## src/rtl/bram_stream_reader.sv

```systemverilog
// bram_stream_reader: multi-channel strided, multi-pass BRAM read engine feeding AXI-Stream outputs through credit-checked FIFOs.
module bram_stream_reader #(
  parameter int CHANNELS       = 1,
  parameter int DATA_WIDTH     = 16,
  parameter int ADDR_WIDTH     = 32,
  parameter int BRAM_LATENCY   = 2,
  parameter int BRAM_VALID_SIG = 0,
  parameter int FIFO_DEPTH     = 4,
  parameter int REPEAT_WIDTH   = 8
) (
  input  logic                           fsm_clk,
  input  logic                           rst_n,
  input  logic                           operation_start,
  input  logic [ADDR_WIDTH-1:0]          base_addr,
  input  logic [ADDR_WIDTH:0]            length,
  input  logic [ADDR_WIDTH-1:0]          stride,
  input  logic [REPEAT_WIDTH-1:0]        repeat_count,
  output logic                           operation_busy,
  output logic                           operation_complete,
  output logic                           operation_error,
  output logic [CHANNELS-1:0]            bram_en,
  output logic [CHANNELS*ADDR_WIDTH-1:0] bram_addr,
  input  logic [CHANNELS*DATA_WIDTH-1:0] bram_rddata,
  input  logic [CHANNELS-1:0]            bram_rdack,
  output logic [CHANNELS*DATA_WIDTH-1:0] m_axis_tdata,
  output logic [CHANNELS-1:0]            m_axis_tvalid,
  input  logic [CHANNELS-1:0]            m_axis_tready,
  output logic [CHANNELS-1:0]            m_axis_tlast,
  output logic [CHANNELS-1:0]            m_axis_tuser
);
  localparam int AW = $clog2(FIFO_DEPTH);
  localparam logic [AW:0] DEPTH = FIFO_DEPTH[AW:0];
  typedef enum logic [2:0] {IDLE, ISSUE, DRAIN, DONE, ERROR} state_t;
  state_t state;
  logic [ADDR_WIDTH-1:0] base_r, stride_r, addr_r, cur_base, cur_stride, cur_addr;
  logic [ADDR_WIDTH:0] len_r, idx, cur_len, cur_idx;
  logic [REPEAT_WIDTH-1:0] rep_r, pass, cur_rep, cur_pass;
  // Each channel ring holds reserved (issued) and filled slots: rd..fill buffered, fill..wr outstanding
  logic [AW:0] wr;
  logic [AW:0] rd [CHANNELS];
  logic [AW:0] fill [CHANNELS];
  logic [DATA_WIDTH-1:0] mem [CHANNELS][FIFO_DEPTH];
  logic tag_last [FIFO_DEPTH];
  logic tag_user [FIFO_DEPTH];
  logic [BRAM_LATENCY-1:0] pipe;
  logic [BRAM_LATENCY:0] sh;
  logic [CHANNELS-1:0] pop, cap, credit, orphan;
  logic start_ok, word_last, final_word, go, err, empty;
  always_comb begin
    cur_base = state == IDLE ? base_addr : base_r;
    cur_stride = state == IDLE ? stride : stride_r;
    cur_addr = state == IDLE ? base_addr : addr_r;
    cur_len = state == IDLE ? length : len_r;
    cur_idx = state == IDLE ? '0 : idx;
    cur_rep = state == IDLE ? repeat_count : rep_r;
    cur_pass = state == IDLE ? '0 : pass;
    word_last = cur_idx == cur_len - 1'b1;
    final_word = word_last && cur_pass == cur_rep - 1'b1;
    start_ok = state == IDLE && operation_start && length != '0 && repeat_count != '0;
    sh = {pipe, bram_en[0]};
    empty = 1'b1;
    m_axis_tdata = '0;
    m_axis_tvalid = '0;
    m_axis_tlast = '0;
    m_axis_tuser = '0;
    for (int c = 0; c < CHANNELS; c++) begin
      m_axis_tvalid[c] = fill[c] != rd[c];
      m_axis_tdata[c*DATA_WIDTH +: DATA_WIDTH] = mem[c][rd[c][AW-1:0]];
      m_axis_tlast[c] = tag_last[rd[c][AW-1:0]];
      m_axis_tuser[c] = tag_user[rd[c][AW-1:0]];
      pop[c] = (fill[c] != rd[c]) && m_axis_tready[c];
      orphan[c] = bram_rdack[c] && fill[c] == wr;
      cap[c] = BRAM_VALID_SIG != 0 ? bram_rdack[c] && !orphan[c] : sh[BRAM_LATENCY];
      // A slot popped this cycle is already free for the read issued at this edge
      credit[c] = wr - rd[c] - {{AW{1'b0}}, pop[c]} < DEPTH;
      empty = empty && rd[c] == wr;
    end
    err = BRAM_VALID_SIG != 0 && |orphan;
    go = !err && (state == ISSUE || start_ok) && &credit;
  end
  always_ff @(posedge fsm_clk or negedge rst_n) begin
    if (!rst_n) begin
      state <= IDLE;
      operation_busy <= 1'b0;
      operation_complete <= 1'b0;
      operation_error <= 1'b0;
      bram_en <= '0;
      bram_addr <= '0;
      base_r <= '0;
      stride_r <= '0;
      addr_r <= '0;
      len_r <= '0;
      idx <= '0;
      rep_r <= '0;
      pass <= '0;
      wr <= '0;
      pipe <= '0;
      for (int c = 0; c < CHANNELS; c++) begin
        rd[c] <= '0;
        fill[c] <= '0;
        for (int i = 0; i < FIFO_DEPTH; i++) mem[c][i] <= '0;
      end
      for (int i = 0; i < FIFO_DEPTH; i++) begin
        tag_last[i] <= 1'b0;
        tag_user[i] <= 1'b0;
      end
    end else begin
      bram_en <= {CHANNELS{go}};
      operation_complete <= 1'b0;
      operation_error <= 1'b0;
      pipe <= sh[BRAM_LATENCY-1:0];
      for (int c = 0; c < CHANNELS; c++) begin
        if (cap[c]) begin
          mem[c][fill[c][AW-1:0]] <= bram_rddata[c*DATA_WIDTH +: DATA_WIDTH];
          fill[c] <= fill[c] + 1'b1;
        end
        if (pop[c]) rd[c] <= rd[c] + 1'b1;
      end
      if (start_ok) begin
        base_r <= base_addr;
        stride_r <= stride;
        len_r <= length;
        rep_r <= repeat_count;
      end
      if (go) begin
        bram_addr <= {CHANNELS{cur_addr}};
        tag_last[wr[AW-1:0]] <= word_last;
        tag_user[wr[AW-1:0]] <= final_word;
        wr <= wr + 1'b1;
        addr_r <= word_last ? cur_base : cur_addr + cur_stride;
        idx <= word_last ? '0 : cur_idx + 1'b1;
        pass <= word_last ? cur_pass + 1'b1 : cur_pass;
      end
      if (err || (state == IDLE && operation_start && !start_ok)) begin
        state <= ERROR;
        operation_error <= 1'b1;
        operation_busy <= 1'b0;
        wr <= '0;
        pipe <= '0;
        for (int c = 0; c < CHANNELS; c++) begin
          rd[c] <= '0;
          fill[c] <= '0;
        end
      end else if (start_ok) begin
        state <= final_word ? DRAIN : ISSUE;
        operation_busy <= 1'b1;
      end else if (state == ISSUE && go && final_word) begin
        state <= DRAIN;
      end else if (state == DRAIN && empty) begin
        state <= DONE;
        operation_complete <= 1'b1;
        operation_busy <= 1'b0;
      end else if (state == DONE || state == ERROR) begin
        state <= IDLE;
      end
    end
  end
endmodule

```

## config.mk

```make
export PLATFORM = sky130hd
export DESIGN_NAME = bram_stream_reader
export DESIGN_NICKNAME = d
export VERILOG_FILES = /design/src/rtl/bram_stream_reader.sv
export SDC_FILE = /design/constraint.sdc
export NUM_CORES = 1
export LEC_CHECK = 0
export ABC_AREA = 1
export BUFFER_PORTS_ARGS = -buffer_cell sky130_fd_sc_hd__buf_2
export CORE_UTILIZATION = 50
export DETAILED_ROUTE_END_ITERATION = 16
export GPL_TIMING_DRIVEN = 0
export PLACE_DENSITY = 0.69
export SYNTH_ARGS = -nofsm -noshare
export SYNTH_HDL_FRONTEND = slang
export SYNTH_SLANG_ARGS = --single-unit
```

## constraint.sdc

```tcl
create_clock -name fsm_clk -period 4.5 [get_ports fsm_clk]
set_input_delay 0.675 -clock fsm_clk [delete_from_list [all_inputs] [get_ports fsm_clk]]
set_output_delay 0.675 -clock fsm_clk [all_outputs]
set_load 0.01 [all_outputs]
```

==> impl_metrics.ini <==
[place]
numPortBuffers = 179
place_congestion = 0.969
place_inst = 3446
dp_slack_ns = -1.50
hpwl_mm = 48.1

[route]
drt-initial-drc-count = 1593
drt_wl_total_mm = 63.6
drc = 0
via_per_inst = 5.50
postRouteAntennaNets = 0
drt_pre_antenna_iters = 6
via_count = 19279
wl_per_cell_microns = 18.2

[power]
irDropWorstVdd_mv = 0.245
switching_share_pct = 27.3
p_int_mw = 4.82
seqPwrFrac_pct = 41.5
p_leak_nw = 12.1
p_comb_share_pct = 13.2
p_clk_share_pct = 45.3
powerDensity_mw_per_mm2 = 302
p_sw_mw = 1.81

[critical_path]
r2r_cells = 24
reg2reg_from = state[0]
cp.required_ns = 4.95
crit_path_end_kind = register
rr_endpoint = addr_r[30]
path_max_fanout = 28
crit_type = reg2reg
crit_path_start = state[0]
critPathLaunchType = register
reg2reg_setup_slack_ns = 0.22
crit_arrival_ns = 4.73

[timing]
timing.final.crit_share_pct = 95.2
setup_viol_count_final = 0
fin_crit_ns = 4.28
finClkSkew_ns = 0.0162
fmax_mhz = 233
drv_slew = 0
max_slew_margin_pct = 31.1
hold_viol_final = 0
rsz0062_at_grt = no
fin_ws_ns = 0.216
worst_slew_pin_slew_ns = 1.03

[synthesis]
synth_area_sq_mm = 0.0191
synthCells = 2754
yosysTopAreaCell = dfrtp_1
synth_top_area_share_pct = 39.3
ys_seq_area_share_pct = 39.3
synthArstFlopShare_pct = 100
yosysWarnings = 0
synth-edff-count = 0
synth-seq-cells = 300
yosys_most_used_dff = dfrtp_1
synth.top_cells.by_count = nand2_1, o21ai_0, inv_1
synth.most_common_cell = nand2_1
yosysUniqueCellTypes = 50
mappedNetlistNets = 2927
synthTopCellsByArea = dfrtp_1, nand2_1, o21ai_0, inv_1, nor2_1
syn_area_per_cell_sq_um = 6.93

[clock_tree]
h-tree-depth = 2
numClockSinks = 300
clk_latency_ns = 0.55
cts.reportedPaths.clkPinSlew_ns = 0.06
cts_root_buffer = clkbuf_16
cts_tree = done
cts_made_buffers = 36
cts_buffer_depth = 3

[layout]
drive_gt1_share_pct = 11.4
regArea_sq_mm = 0.00751
fin_cells = 3506
fillers = 3640
final_nets = 3143
multi_input_area_sq_mm = 0.00981
area_growth_pct = 14.9
antenna_cells = 0

[run_status]
outcome = finished, final reports clean

[floorplan]
chipHeight_microns = 197
fp.coreArea_sq_mm = 0.0376
initial_core_util_pct = 50.8
fp.dieW_microns = 197
rows = 71
die_area_sq_mm = 0.0390
ios = 181

[global_route]
grt_pass1_wl_mm = 99.5
grt_max_degree = 121
grt_overflow = 0
antenna_found_initial = 1
globalRouteTotalUtil_pct = 33.0
grt_pass1_vias = 18189

[worst_hold_path]
min_path_type = in2async

[flow_run]
drv_cap = 0
## per-stage QoR
step / total power, mW / setup TNS, ns / util, % / area (sq um) / hold WS (ns)
6_report: 6.63 / 0 / 58.4 / 21900 / 0.0948
3_5_place_dp: 3.67 / -21.60 / 55.1 / 20700 / 0.464
5_1_grt: 6.86 / 0 / 58.4 / 21900 / 0.129
2_1_floorplan: 3.25 / 0 / - / 19100 / 0.379
3_3_place_gp: 3.65 / -925.05 / 54.9 / 20600 / 0.455
4_1_cts: 6.65 / 0 / 58.2 / 21900 / 0.107
## per-layer routing
metal | share of wire [%] | track usage (%)
met1 | 44 | 45.9
met5 | 0.016 | 0
met3 | 8.0 | 5.58
met4 | 3.2 | 12.5
met2 | 44 | 51.4
## kinds of logic (layout without fill, tap and decap cells)
kind of cell             after synthesis  in the layout  synth area share, %
buffers and inverters                443            684                 9.37
AO/OA/AOI/OAI                        492            492                 13.9
AND/OR/NAND/NOR                     1388           1388                 30.5
XOR/XNOR                              84             84                 3.85
adder cells (fa/ha/maj)               47             47                 3.12
flip-flops                           300            300                 39.3
## state kept, by name (all words and copies together) (netlist names), 4 cells and up
| signal | count |
|---|---|
| tag_user | 4 |
| base_r | 32 |
| stride_r | 32 |
| pass | 8 |
| len_r | 33 |
| tag_last | 4 |
| idx | 33 |
| rep_r | 8 |
| addr_r | 32 |
| bram_addr | 32 |
| mem | 64 |
## cell usage in the layout, fill, tap and decap left out, types with 10 or more instances in the layout
master,netlist,layout
nand2_1,842,842
o21ai_0,333,330
inv_1,325,325
dfrtp_1,300,300
nor2_1,262,262
buf_2,16,193
nand3_1,156,155
clkbuf_1,74,72
xor2_1,51,51
ha_1,46,46
a21oi_1,47,45
o22ai_1,39,39
clkbuf_16,0,37
xnor2_1,33,33
nand4_1,33,33
a31oi_1,30,30
nor3_1,21,21
nor2_2,14,14
o21ai_1,10,12
buf_4,8,10
nand2_2,10,10
o211ai_1,10,10
## how the worst max path moves through the flow
stage                          to  slack (ns)  depth (start not counted)
floorplan              addr_r[20]        0.02                         24
global placement         rep_r[5]       -3.07                          1
detailed placement     addr_r[20]       -1.50                         24
CTS                    addr_r[30]       0.005                         23
global route        bram_addr[16]       0.001                         15
finish                 addr_r[30]        0.22                         24
## worst max-delay path: stages, from the launching register on
cell and delay (ns):
dfrtp_1 0.42, inv_2 0.09, nand2_4 0.15, buf_6 0.18
buf_8 0.25, clkbuf_4 0.29, clkbuf_4 0.26, nand2_1 0.07
o21ai_0 0.08, ha_1 0.21, inv_1 0.06, fa_1 0.41
o21ai_1 0.26, a21boi_1 0.18, o21ai_2 0.20, a21boi_2 0.11
inv_1 0.08, nand4_1 0.12, nand3_2 0.15, nand2_1 0.06
nand2_1 0.07, xor2_1 0.23, nor2_1 0.08, nor2_1 0.11
nor2_1 0.05
## power by group through the flow
stage / Sequential, mW / Clock (mW) / Combinational (mW)
after floorplan: 2.79 / 0 / 0.454
after global placement: 2.80 / 0 / 0.851
after detailed placement: 2.80 / 0 / 0.865
after CTS: 2.75 / 3.03 / 0.870
after global routing: 2.75 / 3.14 / 0.965
final: 2.75 / 3.00 / 0.872
## layout make-up
cell class / instances / area share [%]
plain buffers: 106 / 2.53
well taps: 511 / 2.92
inverters: 332 / 5.68
flip-flops and latches: 300 / 34.2
clock inverters: 9 / 0.599
multi-input cells: 2011 / 44.8
clock buffers: 54 / 4.83
repair buffers: 183 / 4.45
## repair_timing
action                                  4_1_cts  5_1_grt
hold buffers                                  0        0
endpoints found under the setup margin       25       31
gates resized for setup                      18       17
pin swaps                                     0        1
setup buffers                                 0        2
hold endpoints to repair                      0        0
Power figures use the tool's default switching activity.
